[src/rtl/ps2_pkg.sv]
// Shared types and framing constants for the PS/2 keyboard receiver.
package ps2_pkg;

  typedef enum logic [1:0] {
    IDLE,
    DATA,
    PARITY,
    STOP
  } ps2_state_e;

  localparam logic START_BIT  = 1'b0;
  localparam logic STOP_BIT   = 1'b1;
  localparam logic ODD_PARITY = 1'b1;

endpackage

[src/rtl/ps2_sync_filter.sv]
// Two-flop synchroniser plus run-length deglitch filter for one raw PS/2 pin.
module ps2_sync_filter #(
  parameter int unsigned FILTER_LEN = 4
) (
  input  logic clk,
  input  logic rst_n,
  input  logic raw,
  output logic filt
);

  localparam int unsigned CW = (FILTER_LEN > 1) ? $clog2(FILTER_LEN) : 1;

  logic          sync1;
  logic          sync2;
  logic [CW-1:0] run_cnt;

  // Filtered value flips only after FILTER_LEN consecutive differing samples.
  always_ff @(posedge clk) begin
    if (!rst_n) begin
      sync1   <= 1'b1;
      sync2   <= 1'b1;
      filt    <= 1'b1;
      run_cnt <= '0;
    end else begin
      sync1 <= raw;
      sync2 <= sync1;
      if (sync2 == filt) begin
        run_cnt <= '0;
      end else if (run_cnt == CW'(FILTER_LEN - 1)) begin
        filt    <= sync2;
        run_cnt <= '0;
      end else begin
        run_cnt <= run_cnt + CW'(1);
      end
    end
  end

endmodule

[src/rtl/ps2_rx_fifo.sv]
// PS/2 keyboard frame receiver with byte FIFO and scan-code history.
module ps2_rx_fifo
  import ps2_pkg::*;
#(
  parameter int unsigned CODE_BYTES     = 2,
  parameter int unsigned FIFO_DEPTH     = 4,
  parameter int unsigned FILTER_LEN     = 4,
  parameter int unsigned TIMEOUT_CYCLES = 50000
) (
  input  logic                              clk,
  input  logic                              rst_n,
  input  logic                              PS2_KBCLK,
  input  logic                              PS2_KBDAT,
  output logic [8*CODE_BYTES-1:0]           code_vector,
  output logic [7:0]                        byte_data,
  output logic                              byte_valid,
  input  logic                              byte_ready,
  output logic [$clog2(FIFO_DEPTH+1)-1:0]   fifo_count,
  output logic                              frame_err,
  output logic                              parity_err,
  output logic                              overflow
);

  localparam int unsigned AW = $clog2(FIFO_DEPTH);
  localparam int unsigned CW = $clog2(FIFO_DEPTH + 1);
  localparam int unsigned TW = $clog2(TIMEOUT_CYCLES);
  localparam int unsigned VW = 8 * CODE_BYTES;

  logic kbclk_f, kbdat_f, kbclk_f_q, sample_c;

  ps2_sync_filter #(.FILTER_LEN(FILTER_LEN)) u_clk_filt (
    .clk(clk), .rst_n(rst_n), .raw(PS2_KBCLK), .filt(kbclk_f));

  ps2_sync_filter #(.FILTER_LEN(FILTER_LEN)) u_dat_filt (
    .clk(clk), .rst_n(rst_n), .raw(PS2_KBDAT), .filt(kbdat_f));

  assign sample_c = kbclk_f_q & ~kbclk_f;

  ps2_state_e    state, state_n;
  logic [2:0]    bit_cnt, bit_cnt_n;
  logic [7:0]    shift, shift_n;
  logic          par, par_n;
  logic [TW-1:0] tmo, tmo_n;
  logic          frame_err_c, parity_err_c, accept_c;

  // Deframer next-state logic with inter-edge timeout.
  always_comb begin
    state_n      = state;
    bit_cnt_n    = bit_cnt;
    shift_n      = shift;
    par_n        = par;
    tmo_n        = '0;
    frame_err_c  = 1'b0;
    parity_err_c = 1'b0;
    accept_c     = 1'b0;
    case (state)
      IDLE: if (sample_c) begin
        if (kbdat_f == START_BIT) begin
          state_n   = DATA;
          bit_cnt_n = '0;
        end else begin
          frame_err_c = 1'b1;
        end
      end
      DATA: if (sample_c) begin
        shift_n   = {kbdat_f, shift[7:1]};
        bit_cnt_n = bit_cnt + 3'd1;
        if (bit_cnt == 3'd7) state_n = PARITY;
      end
      PARITY: if (sample_c) begin
        par_n   = kbdat_f;
        state_n = STOP;
      end
      STOP: if (sample_c) begin
        state_n = IDLE;
        if (kbdat_f != STOP_BIT)                frame_err_c  = 1'b1;
        else if ((^{shift, par}) != ODD_PARITY) parity_err_c = 1'b1;
        else                                    accept_c     = 1'b1;
      end
      default: state_n = IDLE;
    endcase
    if (state != IDLE && !sample_c) begin
      if (tmo == TW'(TIMEOUT_CYCLES - 1)) begin
        state_n     = IDLE;
        frame_err_c = 1'b1;
      end else begin
        tmo_n = tmo + TW'(1);
      end
    end
  end

  logic [7:0]    mem [FIFO_DEPTH];
  logic [AW:0]   wr_ptr, rd_ptr, rd_ptr_n;
  logic [AW-1:0] wr_addr, rd_addr_n;
  logic          pop_c, full_c, push_c, ovf_c;
  logic [CW-1:0] count_n;
  logic [7:0]    head_n;
  logic [VW-1:0] code_next_c;

  // FIFO control: a pop frees the slot a same-cycle push needs when full.
  always_comb begin
    pop_c     = byte_valid & byte_ready;
    full_c    = (fifo_count == CW'(FIFO_DEPTH));
    push_c    = accept_c & (~full_c | pop_c);
    ovf_c     = accept_c & full_c & ~pop_c;
    rd_ptr_n  = rd_ptr + (AW+1)'(pop_c);
    rd_addr_n = rd_ptr_n[AW-1:0];
    wr_addr   = wr_ptr[AW-1:0];
    count_n   = fifo_count;
    if (push_c && !pop_c)      count_n = fifo_count + CW'(1);
    else if (pop_c && !push_c) count_n = fifo_count - CW'(1);
    if (count_n == '0)                     head_n = 8'h00;
    else if (push_c && wr_addr == rd_addr_n) head_n = shift;
    else                                   head_n = mem[rd_addr_n];
  end

  generate
    if (CODE_BYTES == 1) begin : g_code_one
      assign code_next_c = shift;
    end else begin : g_code_shift
      assign code_next_c = {code_vector[VW-9:0], shift};
    end
  endgenerate

  always_ff @(posedge clk) begin
    if (!rst_n) begin
      state       <= IDLE;
      bit_cnt     <= '0;
      shift       <= '0;
      par         <= 1'b0;
      tmo         <= '0;
      kbclk_f_q   <= 1'b1;
      frame_err   <= 1'b0;
      parity_err  <= 1'b0;
      overflow    <= 1'b0;
      code_vector <= '0;
      wr_ptr      <= '0;
      rd_ptr      <= '0;
      fifo_count  <= '0;
      byte_valid  <= 1'b0;
      byte_data   <= 8'h00;
    end else begin
      state       <= state_n;
      bit_cnt     <= bit_cnt_n;
      shift       <= shift_n;
      par         <= par_n;
      tmo         <= tmo_n;
      kbclk_f_q   <= kbclk_f;
      frame_err   <= frame_err_c;
      parity_err  <= parity_err_c;
      overflow    <= ovf_c;
      if (accept_c) code_vector <= code_next_c;
      if (push_c)   wr_ptr <= wr_ptr + (AW+1)'(1);
      rd_ptr      <= rd_ptr_n;
      fifo_count  <= count_n;
      byte_valid  <= (count_n != '0);
      byte_data   <= head_n;
    end
  end

  // Storage array needs no reset; occupancy is tracked by the pointers.
  always_ff @(posedge clk) begin
    if (push_c) mem[wr_addr] <= shift;
  end

endmodule

[config.mk]
export PLATFORM = sky130hd
export DESIGN_NAME = ps2_rx_fifo
export DESIGN_NICKNAME = d
export VERILOG_FILES = /design/src/rtl/ps2_pkg.sv /design/src/rtl/ps2_sync_filter.sv /design/src/rtl/ps2_rx_fifo.sv
export SDC_FILE = /design/constraint.sdc
export NUM_CORES = 1
export LEC_CHECK = 0
export CAP_MARGIN = 20
export CORE_ASPECT_RATIO = 0.75
export CORE_UTILIZATION = 30
export CTS_BUF_LIST = sky130_fd_sc_hd__clkbuf_8
export DETAILED_ROUTE_END_ITERATION = 10
export PLACE_DENSITY = 0.52
export SLEW_MARGIN = 0
export SYNTH_ARGS = -nofsm -noshare
export SYNTH_HDL_FRONTEND = slang
export SYNTH_SLANG_ARGS = --single-unit
export TNS_END_PERCENT = 1
[constraint.sdc]
create_clock -name clk -period 2.93 [get_ports clk]
set_input_delay 0.586 -clock clk [delete_from_list [all_inputs] [get_ports clk]]
set_output_delay 0.586 -clock clk [all_outputs]
set_load 0.01 [all_outputs]
* After elaboration in Yosys (flattened, before gate mapping) *
Memory sizes are Yosys's and may differ from the RTL's. A register that Yosys moved wholly into a read port is not among the register bits.
Cells that the tools add are included.

storage, ports and cells
  output and inout bits = 31
  bits in writable memories = 32
  memories = 1
  logic and storage cells = 108
  ROM bits = 0
  latch bits = 0
  input port bits = 5
  flip-flop bits (word level) = 70

operators by class
  multiply operators = 0
  bitwise operators = 13
  $add $sub $neg = 8
  equal/unequal tests = 13
  multiplexer cells = 29
  shift operators = 0
  reduce and logical (&&, ||, !) cells = 22
  div/mod/pow operators = 0
  magnitude comparators = 0

memories
  memory  words  width  rd ports  clocked after memory_dff  write ports  RTL line           source
  mem     4      8      1         1                         1            ps2_rx_fifo.sv:92  logic [7:0] mem [FIFO_DEPTH];

operator list
  operator                                                          count
  16-bit by 1-bit adder with 16-bit output (second input constant)  1
  16-bit equality test (second input constant)                      1
  2-bit two-way mux                                                 8
  3-bit two-way mux                                                 5
  1-bit two-way mux                                                 13
  3-bit by 1-bit adder with 3-bit output (second input constant)    3
  3-bit OR reduction                                                3
  9-bit XOR reduction                                               1
  2-bit equality test (second input constant)                       4
  2-bit case mux with 4 select lines                                1
  2-bit AND reduction                                               4
  4-bit AND reduction                                               2
  1-bit NOT                                                         7
  3-bit equality test (second input constant)                       2
  2-bit != test (second input constant)                             3
  3-bit case mux with 2 select lines                                1
  1-bit AND                                                         5
  2-bit by 1-bit adder with 2-bit output (second input constant)    2
  2-bit nonzero test                                                2
  3-bit by 1-bit adder with 3-bit output                            1
  1-bit logical AND                                                 3
  1-bit logical NOT                                                 3
  3-bit logical NOT                                                 1
  3-bit nonzero test                                                1
  other kinds (7)                                                   8

* Logic depth before layout (Yosys ltp) *
Gate-level depths: netlist of run 1.

  word-level depth = 12
  depth in mapped cells = 9
  depth with buffers taken out = 9

* Cells and area by module *
A second synthesis of run 1 with hierarchy kept.

second synthesis, totals
  cells, all modules = 414
  area total of the unflattened synthesis = 4590.7 µm²

modules (own cells, without submodules)
  module           area each (µm²)  seq. area each (µm²)  cells each  instances
  ps2_rx_fifo      4252.8           2282.2                388         1
  ps2_sync_filter  168.9            100.1                 13          2

* Worst setup path before layout of run 1 *
No wires, ideal clock.

  path kind = input -> register
  from = in byte_ready
  to = reg byte_data[0] (read register of mem)
  path buffers = 1
  slack = 153 ps
  data arrival time = 2641 ps
  cell stages on the path = 9
  required time = 2795 ps
  setup time = 135 ps
  cell sequence = nand2_1 inv_1 ha_1 clkbuf_1 xnor2_1 nand3_1 nor2_2 mux2i_1 nor3b_2

on the way
  elaborated cells between the ends (all ways) = 12
  those cells by class = add/sub (1); mux (2); bitwise (3); reduce/logical (6)

RTL lines
  what                                    RTL line            source
  start: declaration                      ps2_rx_fifo.sv:17   input logic byte_ready,
  1-bit AND                               ps2_rx_fifo.sv:102  pop_c = byte_valid & byte_ready;
  3-bit by 1-bit adder with 3-bit output  ps2_rx_fifo.sv:106  rd_ptr_n = rd_ptr + (AW+1)'(pop_c);
  net rd_ptr_n[0]                         ps2_rx_fifo.sv:93   logic [AW:0] wr_ptr, rd_ptr, rd_ptr_n;
  end: declaration                        ps2_rx_fifo.sv:15   output logic [7:0] byte_data,

The timed path passes the listed nets, and every way through them passes these cells.
A chain may end at the register's enable or synchronous reset.

* Worst setup path in the final report of run 1 *
  from = reg par
  to = reg byte_data[4] (read register of mem)

on the way
  cells in the longest elaborated chain, start to end = 12
  elaborated cells between the ends (all ways) = 13
  those cells by class = mux (6); bitwise (1); reduce/logical (6)

RTL lines
  what                                     RTL line            source
  start: declaration                       ps2_rx_fifo.sv:42   logic par, par_n;
  start signal: assignment                 ps2_rx_fifo.sv:146  par <= par_n;
  9-bit XOR reduction (*)                  ps2_rx_fifo.sv:77   else if ((^{shift, par}) != ODD_PARITY) parity_err_c = 1'b1;
  1-bit two-way mux (*)                    ps2_rx_fifo.sv:77
  1-bit two-way mux (*)                    ps2_rx_fifo.sv:76   if (kbdat_f != STOP_BIT) frame_err_c = 1'b1;
  1-bit two-way mux (*)                    ps2_rx_fifo.sv:74   STOP: if (sample_c) begin
  1-bit two-way mux (*)                    ps2_rx_fifo.sv:56   case (state)
  1-bit AND (*)                            ps2_rx_fifo.sv:104  push_c = accept_c & (~full_c | pop_c);
  1-bit logical NOT                        ps2_rx_fifo.sv:111  else if (pop_c && !push_c) count_n = fifo_count - CW'(1);
  1-bit logical AND                        ps2_rx_fifo.sv:111
  3-bit two-way mux                        ps2_rx_fifo.sv:111
  3-bit two-way mux (*)                    ps2_rx_fifo.sv:110  if (push_c && !pop_c) count_n = fifo_count + CW'(1);
  3-bit logical NOT (*)                    ps2_rx_fifo.sv:112  if (count_n == '0) head_n = 8'h00;
  2-bit OR reduction (no source line) (*)  n/a

Every way passes the cells marked *; elsewhere a longest branch is shown, timed or not.

==> results of run 1 <==
==> registers in the layout, indices dropped and copies added, names as in the netlist, 2 cells and up <==
signal,flops
fifo_count,3
shift,8
rd_ptr,2
u_clk_filt.run_cnt,2
u_dat_filt.run_cnt,2
tmo,16
byte_data,8
wr_ptr,2
bit_cnt,3
code_vector,16
mem,32
state,2
==> cells in the mapped netlist (all sizes together) <==
library cell   n  area, µm²
inv           10       37.5
nor4bb         2       20.0
nor3           4       25.0
o22ai          1       6.26
o2111ai        1       15.0
nand4          5       31.3
and3           8       50.1
edfxtp        32        961
a32oi          2       55.1
buf            4       27.5
or4bb          1       11.3
and4b          1       10.0
a21boi        27        203
o21ai          7       35.0
nand4b         1       23.8
xor2          11       96.3
clkbuf        13       48.8
dfxtp         76       1520
nand2         55        206
nor2          31        126
nor4b          1       8.76
mux2i         11        110
a211oi         2       15.0
nand2b        10       62.6
o21a           2       15.0
a21oi          5       25.0
ha            18        225
mux4           8        180
xnor2         17        156
nand3         22        115
a31oi          3       18.8
xor3           1       25.0
xnor3          1       22.5
nor2b          7       46.3
a221o          1       10.0
nor3b          8       95.1
or4b           1       10.0
and2           6       40.0
==> power breakdown <==
part / internal [mW] / switching [mW]
sequential: 1.58 / 0.0380
clock: 0.418 / 0.549
combinational: 0.308 / 0.261
total: 2.31 / 0.847
==> worst min-delay path by stage <==
stage	slack [ns]	end	startpoint
2_1_floorplan	0.39	u_clk_filt.sync2	u_clk_filt.sync1
3_3_place_gp	0.39	u_clk_filt.sync2	u_clk_filt.sync1
3_5_place_dp	0.39	u_dat_filt.sync2	u_dat_filt.sync1
4_1_cts	0.41	u_dat_filt.sync2	u_dat_filt.sync1
5_1_grt	0.44	u_clk_filt.sync2	u_clk_filt.sync1
6_report	0.41	u_dat_filt.sync2	u_dat_filt.sync1
==> final cells by class <==
class,count,share of cell area (%)
multi-input cells,281,37.6
flip-flops and latches,108,44.6
repair buffers,53,8.63
well taps,205,4.61
clock buffers,9,2.22
clock inverters,7,1.66
inverters,10,0.674
==> layer usage <==
layer | global-route usage (%) | vias up | share of wire [%]
li1 | - | 1543 | -
met1 | 16.9 | 1446 | 54
met2 | 17.5 | 55 | 41
met3 | 3.91 | 5 | 4.2
met4 | 3.42 | 0 | 0.71
met5 | 0 | - | 0
==> critical path, cell delays in order (launching register included) <==
cell and delay, ns:
dfxtp_1 0.34, xnor2_1 0.26, xnor2_2 0.20, xor3_2 0.50, nand2b_1 0.27, nand4_1 0.19, a32oi_4 0.21, buf_4 0.24
nor3b_2 0.07
==> cell families after synthesis <==
kind of cell | synth area share [%]
muxes | 6.19
and+or+nand+nor | 18.8
buffers and inverters | 2.43
DFF | 52.9
adders and majority gates | 4.80
xor gates and xnor gates | 6.40
AOI/OAI and AO/OA | 8.48
==> stage by stage <==
stage	worst slack [ns]	hold WS (ns)	std cells
detailed placement	0.260	0.394	657
global placement	0.321	0.393	657
CTS	0.523	0.407	673
global route	0.414	0.441	673
finish	0.557	0.410	673
floorplan	0.153	0.386	416
==> layout by cell type, fill, tap and decap left out, drive strengths merged, types with 13 or more instances in the layout <==
master	count
clkdlybuf4s50	34
ha	18
nand2	55
dfxtp	76
edfxtp	32
nand3	22
inv	13
a21boi	27
buf	19
nor2	31
xnor2	17
==> metrics, run 1 <==
data arrival time at the worst-slack endpoint 2.65 ns; launch instance of the worst register-to-register path par; TritonCTS clock tree done; relative max-transition margin 59.3%; number of synthesis warnings 0; overall fraction of global-route tracks in use 12.0%; largest net degree at the start of global routing 60; cell depth of the worst hold path 1; clk slew on worst S/H paths 0.11 ns; clk_skew 0.0153 ns; launching element of the worst setup path par; Achievable Freq 421 MHz; time the worst path needs with I/O delays and setup 2.37 ns; global-route wire length before repair 14900 µm; Detailed Route Iter0 Violations 170; die boundary height 110 µm; number of remaining DRC errors 0; Setup Fix Bufs, Post-CTS 0; die boundary width 146 µm; Static Leakage 1.91 nW; number of iterations in the first detailed-routing pass 4; Placed Instance Area 5350 µm²; power density normalized to cell area 567 nW/µm²; die area 16100 µm²; area of the mapped netlist 4690 µm²; run status complete, no violations; number of distinct standard cells referenced by the synthesized netlist 52; number of setup violations in the final report 0; Final Hold Vio Count 0; average instance area after synthesis 11.3 µm²; setup repair after global routing missed its margin no; gate count after technology mapping 416; total power 3.16 mW; Final #Nets 486; Setup crit end byte_data[4]; CTS Buf Count 9; kind of critical path flip-flop to flip-flop; required time worst endpoint 3.21 ns; fraction of the cycle the final worst path needs 81.0%; final-layout fill cell count 1491; footprint of the multi-input gates 2100 µm²; placeable core region 15300 µm²; final design instance area without fill 5570 µm²; worst vdd ir 286 µV; maximum fanout count along the critical path 9; layout cells sized above 1 13.2%; global route total overflow 0; number of antenna violations at the first check in global routing 0; antenna-violating nets left 0; FF+latch count, synth 108; via count of the routed design 3049; row cnt 39; Worst Setup Start Kind flip-flop; worst setup slack for register-to-register paths 0.56 ns; Placer Congestion 0.726; critical path endpoint category flip-flop; io pins 36; Vias per Instance 4.53; number of I/O port buffers 35; depth of the CTS H-tree 3; # diodes 0; setup total negative slack 0 ns; total of hold buffers inserted after clock tree synthesis 0; register area 2480 µm²; HP Class flip-flop to flip-flop; depth of the worst register-to-register path 8; number of clock sinks 108; RR Endpoint byte_data[4]; Slew Viols, Final 0; measured slew at the worst slew-check pin 0.609 ns; Worst-Skew Late Latency 0.38 ns; Mapped Nets 439; Area growth syn-to-layout 18.7%; # resized after CTS 0; core utilization of the finished layout 36.5%; fraction of the yosys area taken by sequential cells 52.9%; HPWL after DPL 6200 µm; vias in the first global route 2899; clock tree root buffer cell clkbuf_8; starting density of the core 30.7%; wire length per cell after detailed routing 13.4 µm; final wirelength 9020 µm; Max-cap violations 0; CTS max path bufs 2
No activity file was read; power rests on OpenSTA's default activity.
==> inputs of run 2 (changes only) <==
==> constraint.sdc (replaced) <==
create_clock -name clk -period 2.05 [get_ports clk]
set_input_delay 0.41 -clock clk [delete_from_list [all_inputs] [get_ports clk]]
set_output_delay 0.41 -clock clk [all_outputs]
set_load 0.01 [all_outputs]
==> run 2 against run 1 <==
Net effect:
- the run now ends with setup timing left
- largest cell class unchanged
- final area rose by 6.0%
- cell count rose by 3.7%
- sequential cell count stayed put
- sequential share of layout area decreased by 2.4 points
==> metrics, run 2 (same netlist as run 1, synthesis figures left out) <==
global route total overflow 0 (unchanged); depth of the worst register-to-register path 8 (unchanged); CTS Buf Count 9 (unchanged); violated checks setup timing; number of remaining DRC errors 0 (unchanged); Final Hold Vio Count 0 (unchanged); Worst-Skew Late Latency 0.39 ns (about the same); slowest stage cell, crit path xor3_2; wire length per cell after detailed routing 14.2 µm (+5.6%); number of I/O port buffers 35 (unchanged); flip-flop count of the largest register, all copies and words added 32 (unchanged); die boundary width 146 µm (unchanged); data arrival time at the worst-slack endpoint 2.42 ns (-0.23 ns); slowest cell delay on critical path 0.44 ns (-0.06 ns); via count of the routed design 3173 (+4.1%); die area 16100 µm² (unchanged); Final #Nets 511 (+5.1%); Max-cap violations 0 (unchanged); # diodes 0 (unchanged); HPWL after DPL 6980 µm (+12%); RR Endpoint byte_data[1]; worst vdd ir 380 µV (+33%); Slew Viols, Final 0 (unchanged); kind of critical path flip-flop to flip-flop; overall fraction of global-route tracks in use 13.2% (+1.2 points); number of antenna violations at the first check in global routing 0 (unchanged); critical path depth 8 (unchanged); startpoint of the most critical hold path rst_n; number of clock sinks 108 (unchanged); power density normalized to cell area 792 nW/µm² (+40%); depth of the CTS H-tree 3 (unchanged); run status finished with violations; Hold EP u_dat_filt.filt; Placed Instance Area 5680 µm² (+6.1%); cell depth of the worst hold path 2 (+1); HP Class input port to flip-flop; commonest cells after routing, fill and taps aside dfxtp_1 (72), nand2_1 (54), buf_4 (36); maximum fanout count along the critical path 9 (unchanged); WP buf/inv 1 (unchanged); row cnt 39 (unchanged); final-layout fill cell count 1479 (-0.80%); io pins 36 (unchanged); antenna-violating nets left 0 (unchanged); number of setup violations in the final report 9 (+9); TritonCTS clock tree done; Placer Congestion 0.787 (+8.5%); family with the most delay on the worst path XOR/XNOR gates; required time worst endpoint 2.37 ns (-0.84 ns); worst setup slack for register-to-register paths -0.05 ns (-0.61 ns); clk slew on worst S/H paths 0.10 ns (about the same); placeable core region 15300 µm² (unchanged); largest net degree at the start of global routing 39 (-35%); measured slew at the worst slew-check pin 0.447 ns (-0.162 ns); most common cell after layout, fill and taps aside dfxtp_1; global-route wire length before repair 16200 µm (+8.7%); CTS max path bufs 2 (unchanged); total of hold buffers inserted after clock tree synthesis 0 (unchanged); Vias per Instance 4.55 (+0.34%); Static Leakage 2.07 nW (+8.4%); clk_skew 0.0107 ns (-0.00452 ns); launch instance of the worst register-to-register path shift[2]; final design instance area without fill 5900 µm² (+6.0%); final wirelength 9890 µm (+9.6%); time the worst path needs with I/O delays and setup 2.10 ns (-0.274 ns); cell breakdown of the critical path xnor2_2 -> xnor2_2 -> xor3_2 -> and2_4 -> a32oi_4 -> a32oi_4 -> buf_12 -> nor3b_2; die boundary height 110 µm (unchanged); Worst Setup Start Kind flip-flop; worst slack on hold paths 0.411 ns (+0.000662 ns); total power 4.67 mW (+48%); top flop regs mem x32, code_vector x16, tmo x16; setup repair after global routing missed its margin yes; Detailed Route Iter0 Violations 187 (+10%); Area growth syn-to-layout 25.8%; fraction of the cycle the final worst path needs 102% (+21 points); min setup slack post-route -0.0489 ns (-0.606 ns); Achievable Freq 476 MHz (+13%); clock tree root buffer cell clkbuf_8; critical path endpoint category flip-flop; starting density of the core 30.7% (unchanged); number of iterations in the first detailed-routing pass 5 (+1); layout cells sized above 1 19.7% (+6.4 points); relative max-transition margin 70.2% (+11 points); vias in the first global route 3254 (+12%); most flop-heavy register mem
==> run 2: cell count changes in the layout (fill, tap and decap cells not counted), moves of 4 or more <==
cell	previous run	this run
dfxtp_2	0	4
buf_4	18	36
xnor2_2	1	5
dfxtp_1	76	72
xnor2_1	16	12
buf_12	0	6
==> run 2: worst max-delay path by stage <==
stage | endpoint | start
floorplan | byte_data[0] | shift[6]
global placement | byte_data[4] | byte_ready
detailed placement | byte_data[1] | byte_ready
CTS | byte_data[1] | shift[2]
global route | byte_data[1] | shift[3]
finish | byte_data[1] | shift[2]
==> run 2: metal layers <==
metal  GRT usage, %  up-vias  part of all wire [%]
met5              0        -                     0
met4           5.43        0                   1.8
met3           3.58       11                   4.1
met2           20.9       58                    44
met1           17.3     1516                    50
li1               -     1588                     -
==> run 2: per-stage QoR <==
step                      setup WS, ns  cells  utilization, %  TNS (ns)
after floorplan                 -0.132    416               -     -1.16
after global placement          -0.409    682            37.2    -10.12
after detailed placement        -0.479    682            37.2    -11.80
after CTS                      -0.0794    698            38.6    -0.592
after global routing            -0.186    698            38.6     -1.65
final                          -0.0489    698            38.6    -0.292
==> run 2: report_power, final <==
group	internal [mW]	leakage, nW	switching [mW]	total [mW]
registers	2.26	0.913	0.0434	2.31
clock network	0.684	0.112	0.731	1.42
logic	0.524	1.04	0.428	0.953
==> run 2: repair_timing <==
| item | 4_1_cts | 5_1_grt |
|---|---|---|
| pin swaps | 1 | 0 |
| gates resized for setup | 1 | 1 |
| setup buffers | 0 | 0 |
| setup endpoints to repair | 9 | 10 |
==> run 2: layout make-up <==
class | count | area (µm²) | share of cell area, %
sequential | 108 | 2490 | 42.1
tap | 205 | 256 | 4.35
multi-input combinational | 281 | 2160 | 36.6
inverter | 10 | 37.5 | 0.636
clock inverter | 7 | 90.1 | 1.53
timing repair buffer | 78 | 747 | 12.7
clock buffer | 9 | 124 | 2.10
